File: src/rtl/ex_mem_flag_reg.sv
// ---------------------------------------------------------------------------
// ex_mem_flag_reg
//
// EX/MEM pipeline boundary for the 16-bit core. Registers the ALU result, the
// store data, the destination index and the memory/writeback control of the
// instruction leaving execute. Also owns the architectural {N,Z,V} flag
// register, which is updated per ALU opcode class.
//
// Configuration macro:
//   EX_FLAG_BYPASS_EN  defined   -> flag_out is combinational. It shows the
//                                   value being written this cycle, or the
//                                   register when there is no update.
//                      undefined -> flag_out is the flag register only.
//
// Ports:
//   clk, rst                 core clock, synchronous active-high reset
//   stall                    hold all EX/MEM state this cycle
//   flush                    turn the captured instruction into a bubble
//   ex_valid, ex_is_alu      execute-stage qualifiers
//   ex_op[2:0]               0 ADD,1 SUB,2 RED,3 XOR,4 SLL,5 SRA,6 ROR,7 PADDSB
//   ex_alu_out, ex_flag      ALU result and adder flags {N,Z,V}
//   ex_rd, ex_reg_wen,
//   ex_mem_wen, ex_mem_ren,
//   ex_store_data            destination, control and store data
//   mem_*                    registered copies of the ex_* fields
//   flag_out[2:0]            architectural {N,Z,V}
// ---------------------------------------------------------------------------
module ex_mem_flag_reg #(
  parameter int DATA_W = 16,
  parameter int RD_W   = 4
) (
  input  logic              clk,
  input  logic              rst,
  input  logic              stall,
  input  logic              flush,
  input  logic              ex_valid,
  input  logic              ex_is_alu,
  input  logic [2:0]        ex_op,
  input  logic [DATA_W-1:0] ex_alu_out,
  input  logic [2:0]        ex_flag,
  input  logic [RD_W-1:0]   ex_rd,
  input  logic              ex_reg_wen,
  input  logic              ex_mem_wen,
  input  logic              ex_mem_ren,
  input  logic [DATA_W-1:0] ex_store_data,
  output logic              mem_valid,
  output logic [DATA_W-1:0] mem_alu_out,
  output logic [DATA_W-1:0] mem_store_data,
  output logic [RD_W-1:0]   mem_rd,
  output logic              mem_reg_wen,
  output logic              mem_mem_wen,
  output logic              mem_mem_ren,
  output logic [2:0]        flag_out
);

  logic              cap;
  logic              valid_reg;
  logic [DATA_W-1:0] alu_out_reg;
  logic [DATA_W-1:0] store_data_reg;
  logic [RD_W-1:0]   rd_reg;
  logic              reg_wen_reg;
  logic              mem_wen_reg;
  logic              mem_ren_reg;

  logic [2:0]        flag_reg;
  logic [2:0]        flag_next;
  logic [2:0]        flag_wmask;
  logic [2:0]        flag_wval;
  logic              result_zero;

  assign cap         = !rst && !flush && !stall;
  assign result_zero = (ex_alu_out == '0);

  // Pipeline register. Flush only kills the qualifiers; the data fields keep
  // their old contents since nothing downstream looks at them in a bubble.
  always_ff @(posedge clk) begin
    if (rst) begin
      valid_reg      <= 1'b0;
      alu_out_reg    <= '0;
      store_data_reg <= '0;
      rd_reg         <= '0;
      reg_wen_reg    <= 1'b0;
      mem_wen_reg    <= 1'b0;
      mem_ren_reg    <= 1'b0;
    end else if (flush) begin
      valid_reg   <= 1'b0;
      reg_wen_reg <= 1'b0;
      mem_wen_reg <= 1'b0;
      mem_ren_reg <= 1'b0;
    end else if (!stall) begin
      valid_reg      <= ex_valid;
      alu_out_reg    <= ex_alu_out;
      store_data_reg <= ex_store_data;
      rd_reg         <= ex_rd;
      reg_wen_reg    <= ex_reg_wen;
      mem_wen_reg    <= ex_mem_wen;
      mem_ren_reg    <= ex_mem_ren;
    end
  end

  // Per-bit write mask for the flag register, decoded from the op class.
  // The mask is all-zero unless a real ALU instruction is captured this cycle.
  always_comb begin
    flag_wmask = 3'b000;
    flag_wval  = ex_flag;
    if (cap && ex_valid && ex_is_alu) begin
      case (ex_op)
        3'd0, 3'd1: begin
          flag_wmask = 3'b111;
          flag_wval  = ex_flag;
        end
        3'd3, 3'd4, 3'd5, 3'd6: begin
          // Logic/shift ops: only Z is meaningful, derived from the result.
          flag_wmask = 3'b010;
          flag_wval  = {1'b0, result_zero, 1'b0};
        end
        default: begin
          flag_wmask = 3'b000;
          flag_wval  = ex_flag;
        end
      endcase
    end
  end

  // Merge new bits into the held flags; unmasked bits keep the register value,
  // so flag_next equals flag_reg whenever there is no update.
  generate
    for (genvar gi = 0; gi < 3; gi++) begin : g_flag_bit
      assign flag_next[gi] = flag_wmask[gi] ? flag_wval[gi] : flag_reg[gi];
    end
  endgenerate

  always_ff @(posedge clk) begin
    if (rst) begin
      flag_reg <= 3'b000;
    end else begin
      flag_reg <= flag_next;
    end
  end

`ifdef EX_FLAG_BYPASS_EN
  // Forward the in-flight update so a branch right behind an ALU op resolves
  // without a bubble.
  assign flag_out = flag_next;
`else
  assign flag_out = flag_reg;
`endif

  assign mem_valid      = valid_reg;
  assign mem_alu_out    = alu_out_reg;
  assign mem_store_data = store_data_reg;
  assign mem_rd         = rd_reg;
  assign mem_reg_wen    = reg_wen_reg;
  assign mem_mem_wen    = mem_wen_reg;
  assign mem_mem_ren    = mem_ren_reg;

endmodule

File: config.mk
export PLATFORM = sky130hd
export DESIGN_NAME = ex_mem_flag_reg
export DESIGN_NICKNAME = d
export VERILOG_FILES = /design/src/rtl/ex_mem_flag_reg.sv
export SDC_FILE = /design/constraint.sdc
export NUM_CORES = 1
export LEC_CHECK = 0
export BUFFER_PORTS_ARGS = -buffer_cell sky130_fd_sc_hd__buf_2
export CAP_MARGIN = 20
export CORE_ASPECT_RATIO = 1.2
export CORE_MARGIN = 4
export CORE_UTILIZATION = 45
export CTS_BUF_LIST = sky130_fd_sc_hd__clkbuf_4 sky130_fd_sc_hd__clkbuf_8
export DETAILED_ROUTE_END_ITERATION = 8
export GPL_ROUTABILITY_DRIVEN = 0
export MAX_ROUTING_LAYER = met4
export PLACE_DENSITY = 0.83
export SLEW_MARGIN = 20
export SYNTH_ARGS = -nofsm -noshare
export SYNTH_HDL_FRONTEND = slang
export SYNTH_SLANG_ARGS = --single-unit
File: constraint.sdc
create_clock -name clk -period 1.95 [get_ports clk]
set_clock_uncertainty 0.05 [all_clocks]
set_input_delay 0.39 -clock clk [delete_from_list [all_inputs] [get_ports clk]]
set_output_delay 0.39 -clock clk [all_outputs]
set_load 0.01 [all_outputs]
==> results of run 1 <==
==> worst reg2reg max path: cells and delay by family, from the launching register on <==
kind / cells / cell delay, ps
buf+inv: 1 / 60
flops: 1 / 330
compound gates: 3 / 450
==> metrics by stage <==
step / instances / hold slack, ps / power, uW / setup WS, ps
2_1_floorplan: 197 / 431 / 1070 / 648
3_3_place_gp: 319 / 388 / 1170 / 460
3_5_place_dp: 319 / 394 / 1170 / 364
4_1_cts: 327 / 272 / 1880 / 682
5_1_grt: 327 / 269 / 1940 / 683
6_report: 327 / 280 / 1850 / 717
==> logic make-up (layout without fill, tap and decap cells) <==
| group | count (synthesis) | in the layout |
|---|---|---|
| compound gates | 41 | 41 |
| xor+xnor | 1 | 1 |
| buf+inv | 13 | 106 |
| flops | 43 | 43 |
| mux | 5 | 5 |
| simple gates | 94 | 94 |
==> state kept, by name, summed over array words and instances (netlist names) <==
name            cells
flag_out            3
mem_alu_out        16
mem_mem_ren         1
mem_mem_wen         1
mem_rd              4
mem_reg_wen         1
mem_store_data     16
mem_valid           1
==> layout make-up <==
| cell class | instances | area share |
|---|---|---|
| Sequential cell | 43 | 0.388 |
| Multi-Input combinational cell | 141 | 0.307 |
| Timing Repair Buffer | 97 | 0.229 |
| Inverter | 1 | 0.00169 |
| Tap cell | 37 | 0.0209 |
| Clock inverter | 2 | 0.0158 |
| Clock buffer | 6 | 0.0373 |
==> power by group through the flow <==
| stage | clock network [uW] | registers, uW | logic (uW) |
|---|---|---|---|
| after floorplan | 0 | 970 | 95.6 |
| after global placement | 0 | 950 | 221 |
| after detailed placement | 0 | 952 | 223 |
| after CTS | 724 | 931 | 224 |
| after global routing | 762 | 936 | 246 |
| final | 702 | 931 | 221 |
==> worst paths after layout <==
path	from	end	slack, ps	cells past startpoint
setup / recovery	ex_alu_out[7]	flag_out[1]$_SDFFE_PP0P_	720	5
hold / removal	ex_store_data[3]	mem_store_data[3]$_SDFFE_PP0P_	280	3
setup reg to reg	flag_out[1]$_SDFFE_PP0P_	flag_out[1]$_SDFFE_PP0P_	970	4
hold reg to reg	mem_rd[2]$_SDFFE_PP0P_	mem_rd[2]$_SDFFE_PP0P_	400	2
==> layer usage <==
layer / part of all wire / up-vias
li1: - / 830
met2: 0.47 / 65
met1: 0.44 / 715
met4: 0.012 / 0
met3: 0.079 / 5
met5: 0 / -
==> Yosys cell counts (2+ instances only) <==
library cell,count,share of area
nor2_1,9,0.021
mux2i_1,5,0.031
clkbuf_1,4,0.0092
and4_1,2,0.011
a21oi_1,37,0.11
nand2_1,73,0.17
buf_6,4,0.028
buf_2,3,0.0092
dfxtp_1,43,0.53
or2_1,2,0.0077
nor4_1,4,0.015
==> impl_metrics.csv, run 1 <==
group,metric,value,unit
routing,drc_errors,0,
layout,diodes,0,
power_and_ir_drop,seq_power_share,0.502,
power_and_ir_drop,swShare,0.229,
synthesis,synth_area,0.00163,mm^2
floorplan,initial_core_util,0.475,
place,hpwlAfterDp,2970,um
timing,timing.final.max_slew_violations,0,
floorplan,fp.dieH,73.9,um
global_route,top_usage_layer,"met2",
timing,period_needed,1230,ps
global_route,grt_max_degree,32,
power_and_ir_drop,p_int,1430,uW
clock_tree,clock_latency,280,ps
setup_path,arrival,1380,ps
worst_hold_path,hp-class,"in -> reg",
routing,viasPerCell,4.94,
synthesis,synth_top_family_by_area,"simple AND/OR/NAND/NOR gates",
global_route,use_met1,0.208,
global_route,use_met2,0.281,
floorplan,coreArea,0.00342,mm^2
synthesis,synth_seq_area_share,0.529,
clock_tree,path_clk_slew,80,ps
timing,fmax,811,MHz
global_route,grt_pass1_vias,1409,
power_and_ir_drop,p_leak,0.00106,uW
routing,ant_nets,0,
setup_path,cp_max_fo,2,
power_and_ir_drop,ir_drop,555,uV
power_and_ir_drop,p_sw,425,uW
floorplan,die_x,62.9,um
global_route,grt_first_pass_wirelength,6270,um
place,portBuffers,93,
synthesis,ys_types,22,
layout,fin_util,0.647,
setup_path,critPathTopFamily,"simple AND/OR/NAND/NOR gates",
layout,drive_above_1_share,0.372,
floorplan,fp-row-count,23,
clock_tree,cts-root-buf,"clkbuf_8",
timing,fin_crit_sh,0.632,
place,placed_cell_area,0.00210,mm^2
routing,detailroute.via_count,1615,
routing,drt_first_pass_iters,4,
layout,multi_input_area,679,um^2
outcome,run_status,"completed",
synthesis,synth_compound_area_frac,0.134,
run,cap_viol_max_count,0,
synthesis,syn_area_per_cell,8.26,um^2
synthesis,synthArstFlopShare,0,
setup_path,cp.buffers_inverters,1,
power_and_ir_drop,p_per_area,836,mW/mm^2
synthesis,synth-simple-area-share,0.248,
power_and_ir_drop,pwr-share-clk,0.379,
routing,drt_iter0_drc,129,
global_route,track_usage,0.173,
timing,final.setup.tns,0,ps
timing,hold_violations,0,
floorplan,dieArea,0.00464,mm^2
synthesis,synth_flop_cell,"dfxtp_1",
routing,totalWireLength,3920,um
clock_tree,cts_hold_buf,0,
layout,final_nets,340,
clock_tree,cts_setup_buffers,0,
synthesis,syn_inst,197,
layout,layout_commonest_cell,"buf_2",
layout,area_growth,36.2,%
setup_path,cp_slowest_cell,"nor4_1",
synthesis,yosys_warnings,0,
power_and_ir_drop,p_comb_frac,0.119,
setup_path,path_class,"in -> reg",
timing,rsz0062_at_grt,"no",
clock_tree,cts_resized,0,
synthesis,muxShareOfSynthArea,0.0308,
layout,final_cell_mix,"93 x buf_2, 73 x nand2_1, 43 x dfxtp_1",
timing,tightest_slew,388,ps
clock_tree,htreeDepth,2,
timing,finalSetupViolCount,0,
global_route,grtUsageMet3,0.0459,
synthesis,synth_edf_count,0,
setup_path,cp.required,2100,ps
synthesis,synth_fp_nets,248,
synthesis,synth_xor_xnor_area_share,0.00538,
timing,slew_headroom,0.739,
synthesis,synth.ff_latch_count,43,
clock_tree,cts_buffer_depth,2,
setup_path,slowest_delay,390,ps
clock_tree,clock_sinks,43,
global_route,gr-total-overflow,0,
floorplan,ioPinCount,94,
setup_path,cp-end-kind,"flop",
clock_tree,cts_tree,"done",
setup_path,crit_path_start_kind,"primary input",
routing,wl_per_cell,12.0,um
global_route,antenna_found_initial,0,
layout,final_area,0.00222,mm^2
layout,nFillCells,322,
setup_path,crit_chain,"buf_2 -> nor4_1 -> and4_1 -> nor3_1 -> a211oi_1",
synthesis,synth_fa_ha_area_frac,0,
clock_tree,cts_buffers,5,
layout,ff_latch_area,861,um^2
Power figures use the tool's default switching activity.
==> run 2: changes to the inputs <==
--- a/config.mk
+++ b/config.mk
@@ -5,16 +5,17 @@
 export SDC_FILE = /design/constraint.sdc
 export NUM_CORES = 1
 export LEC_CHECK = 0
+export ABC_AREA = 1
 export BUFFER_PORTS_ARGS = -buffer_cell sky130_fd_sc_hd__buf_2
 export CAP_MARGIN = 20
 export CORE_ASPECT_RATIO = 1.2
 export CORE_MARGIN = 4
-export CORE_UTILIZATION = 45
+export CORE_UTILIZATION = 41
 export CTS_BUF_LIST = sky130_fd_sc_hd__clkbuf_4 sky130_fd_sc_hd__clkbuf_8
 export DETAILED_ROUTE_END_ITERATION = 8
 export GPL_ROUTABILITY_DRIVEN = 0
 export MAX_ROUTING_LAYER = met4
-export PLACE_DENSITY = 0.83
+export PLACE_DENSITY = 0.79
 export SLEW_MARGIN = 20
 export SYNTH_ARGS = -nofsm -noshare
 export SYNTH_HDL_FRONTEND = slang
==> constraint.sdc (replaced) <==
create_clock -name clk -period 1.1 [get_ports clk]
set_clock_uncertainty 0.05 [all_clocks]
set_input_delay 0.22 -clock clk [delete_from_list [all_inputs] [get_ports clk]]
set_output_delay 0.22 -clock clk [all_outputs]
set_load 0.01 [all_outputs]
==> run 2 against run 1 <==
Compared with the run above:
- synthesized cell count grew 11%
- sequential share of layout area fell by 1.8 points
- combinational power up 120%
- register-to-register slack got worse by 590 ps
- routed wire length increased by 5.1%
- clock power up 72%
- highest routed layer unchanged
- area after synthesis rose by 2.8%
- global-route usage increased by 0.26 points
- flip-flop and latch count unchanged
- total power grew 83%
==> impl_metrics.csv, run 2 <==
group,metric,value,unit
setup_path,r2r_slack,380,ps
timing,timing.final.max_slew_violations,0,
place,placed_cell_area,0.00221,mm^2
power_and_ir_drop,swShare,0.250,
synthesis,synth_top_area_share,0.515,
timing,final.setup.tns,0,ps
place,hpwlAfterDp,3100,um
synthesis,ys_types,23,
floorplan,fp.dieH,78.0,um
setup_path,cp.required,830,ps
routing,totalWireLength,4120,um
setup_path,slowest_delay,350,ps
timing,whs,94.5,ps
synthesis,synth_seq_area_share,0.515,
timing,hold_violations,0,
routing,met3WireLength,282,um
setup_path,cp-end-kind,"output port",
routing,wl_per_cell,11.2,um
routing,drt_first_pass_iters,4,
global_route,antenna_found_initial,0,
worst_hold_path,hp-class,"in -> reg",
global_route,grt_max_degree,37,
power_and_ir_drop,p_comb_frac,0.143,
power_and_ir_drop,pwr-share-clk,0.357,
power_and_ir_drop,p_leak,0.00121,uW
synthesis,yosys_warnings,0,
clock_tree,cts-root-buf,"clkbuf_8",
setup_path,reg2regPathDepth,4,
power_and_ir_drop,ir_drop,897,uV
floorplan,fp-row-count,25,
layout,final_cell_mix,"93 x buf_2, 82 x nor2_1, 43 x dfxtp_1",
global_route,grt_first_pass_wirelength,7050,um
routing,drc_errors,0,
layout,final_nets,365,
synthesis,synth_top_area_cell,"dfxtp_1",
synthesis,synth_area,0.00167,mm^2
timing,slew_headroom,0.664,
global_route,grt_pass1_vias,1702,
layout,nFillCells,400,
floorplan,dieArea,0.00517,mm^2
clock_tree,cts_hold_buf,0,
setup_path,path_class,"reg -> out",
synthesis,synth.ff_latch_count,43,
power_and_ir_drop,p_per_area,1460,mW/mm^2
setup_path,cp.buffers_inverters,1,
setup_path,crit_path_start_kind,"flop",
routing,ant_nets,0,
timing,finalSetupViolCount,0,
global_route,gr-total-overflow,0,
timing,tightest_slew,504,ps
routing,viasPerCell,4.56,
run,cap_viol_max_count,0,
power_and_ir_drop,p_sw,847,uW
timing,fmax,950,MHz
synthesis,yosys.cell_count.top_type,"nor2_1",
place,dpl.cell_count,361,
clock_tree,clock_latency,290,ps
place,portBuffers,93,
clock_tree,htreeDepth,2,
routing,drt_iter0_drc,106,
routing,detailroute.via_count,1681,
power_and_ir_drop,p_total,3390,uW
layout,finalNonFillerCells,369,
power_and_ir_drop,seq_power_share,0.500,
layout,diodes,0,
setup_path,critPathTopFamily,"flip-flops",
worst_hold_path,min_to,"mem_rd[3]$_SDFFE_PP0P_",
timing,period_needed,1050,ps
synthesis,yosys-top-cells-area,"dfxtp_1 51%, nor2_1 18%, o21ai_1 11%",
synthesis,netlist_top_cells_count,"82 x nor2_1, 43 x dfxtp_1, 36 x o21ai_1",
setup_path,r2r-start,"flag_out[1]$_SDFFE_PP0P_",
routing,m1WireLength,1830,um
clock_tree,cts_buffer_depth,2,
setup_path,cp_max_fo,2,
routing,wl_met2,1970,um
layout,drive_above_1_share,0.375,
synthesis,synth_flop_cell,"dfxtp_1",
clock_tree,cts_buffers,5,
setup_path,crit_chain,"buf_2",
layout,final_area,0.00232,mm^2
routing,highest_layer,"met4",
clock_tree,cts_resized,0,
clock_tree,cts_setup_buffers,0,
synthesis,synth_edf_count,0,
synthesis,syn_area_per_cell,7.67,um^2
outcome,run_status,"completed",
synthesis,synthArstFlopShare,0,
layout,layout_commonest_cell,"buf_2",
timing,rsz0062_at_grt,"no",
layout,area_growth,38.9,%
worst_hold_path,hold_path_depth,3,
floorplan,coreArea,0.00394,mm^2
synthesis,synth_fp_nets,269,
clock_tree,path_clk_slew,90,ps
timing,fin_crit_sh,0.957,
clock_tree,cts_tree,"done",
global_route,track_usage,0.175,
clock_tree,clock_sinks,43,
setup_path,cp_slowest_cell,"dfxtp_1",
setup_path,reg2reg_to,"flag_out[1]$_SDFFE_PP0P_",
power_and_ir_drop,p_int,2540,uW
floorplan,initial_core_util,0.424,
floorplan,die_x,66.3,um
floorplan,ioPinCount,94,
setup_path,arrival,780,ps
synthesis,syn_inst,218,
worst_hold_path,min-delay-start,"ex_rd[3]",
## run 2: cell count changes in the layout (fill, tap and decap cells not counted), moves of 4 or more
cell and change:
nor4_1 -4, a21oi_1 -28, nor2_1 +73, o21ai_1 +36, inv_1 +4, mux2i_1 -5, nand2_1 -61
## run 2: layout make-up
cell class | count | area (um^2) | share of cell area
Sequential cell | 43 | 861 | 0.370
Multi-Input combinational cell | 156 | 723 | 0.311
Timing Repair Buffer | 99 | 523 | 0.225
Clock buffer | 5 | 68.8 | 0.0296
Tap cell | 54 | 67.6 | 0.0291
Clock inverter | 3 | 43.8 | 0.0188
Inverter | 9 | 36.3 | 0.0156
## run 2: per-stage QoR
stage                util  setup slack, ps
global placement    0.561            -31.8
detailed placement  0.561            -36.2
floorplan               -             93.8
global route        0.590             3.68
finish              0.590             47.7
CTS                 0.590             32.5
## run 2: power groups by stage
stage,logic [uW],clock network (uW),registers [uW]
after floorplan,200,0,1770
after detailed placement,489,0,1730
after CTS,491,1260,1690
final,483,1210,1690
after global routing,548,1310,1700
after global placement,483,0,1730
## run 2: kinds of logic after synthesis
family                 after synthesis  share of synthesized area
DFF                                 43                      0.515
and+or+nand+nor                    111                      0.298
buffers and inverters               19                     0.0531
AOI/OAI and AO/OA                   45                      0.135
## run 2: how the worst max path moves through the flow
stage                                           start  cells after the start  slack (ps)                           end
after global routing      mem_alu_out[9]$_SDFFE_PP0P_                      1           4                mem_alu_out[9]
after floorplan                                 stall                      6          90   mem_alu_out[0]$_SDFFE_PP0P_
after CTS                 mem_alu_out[4]$_SDFFE_PP0P_                      1          30                mem_alu_out[4]
after detailed placement                        flush                      8         -40      flag_out[1]$_SDFFE_PP0P_
after global placement                          stall                      5         -30  mem_alu_out[14]$_SDFFE_PP0P_
final                     mem_alu_out[4]$_SDFFE_PP0P_                      1          50                mem_alu_out[4]
## run 2: routing by layer
metal,track usage,up-vias
met3,0.0362,4
met2,0.288,61
met1,0.210,731
met5,-,-
met4,0.0630,0
li1,-,885
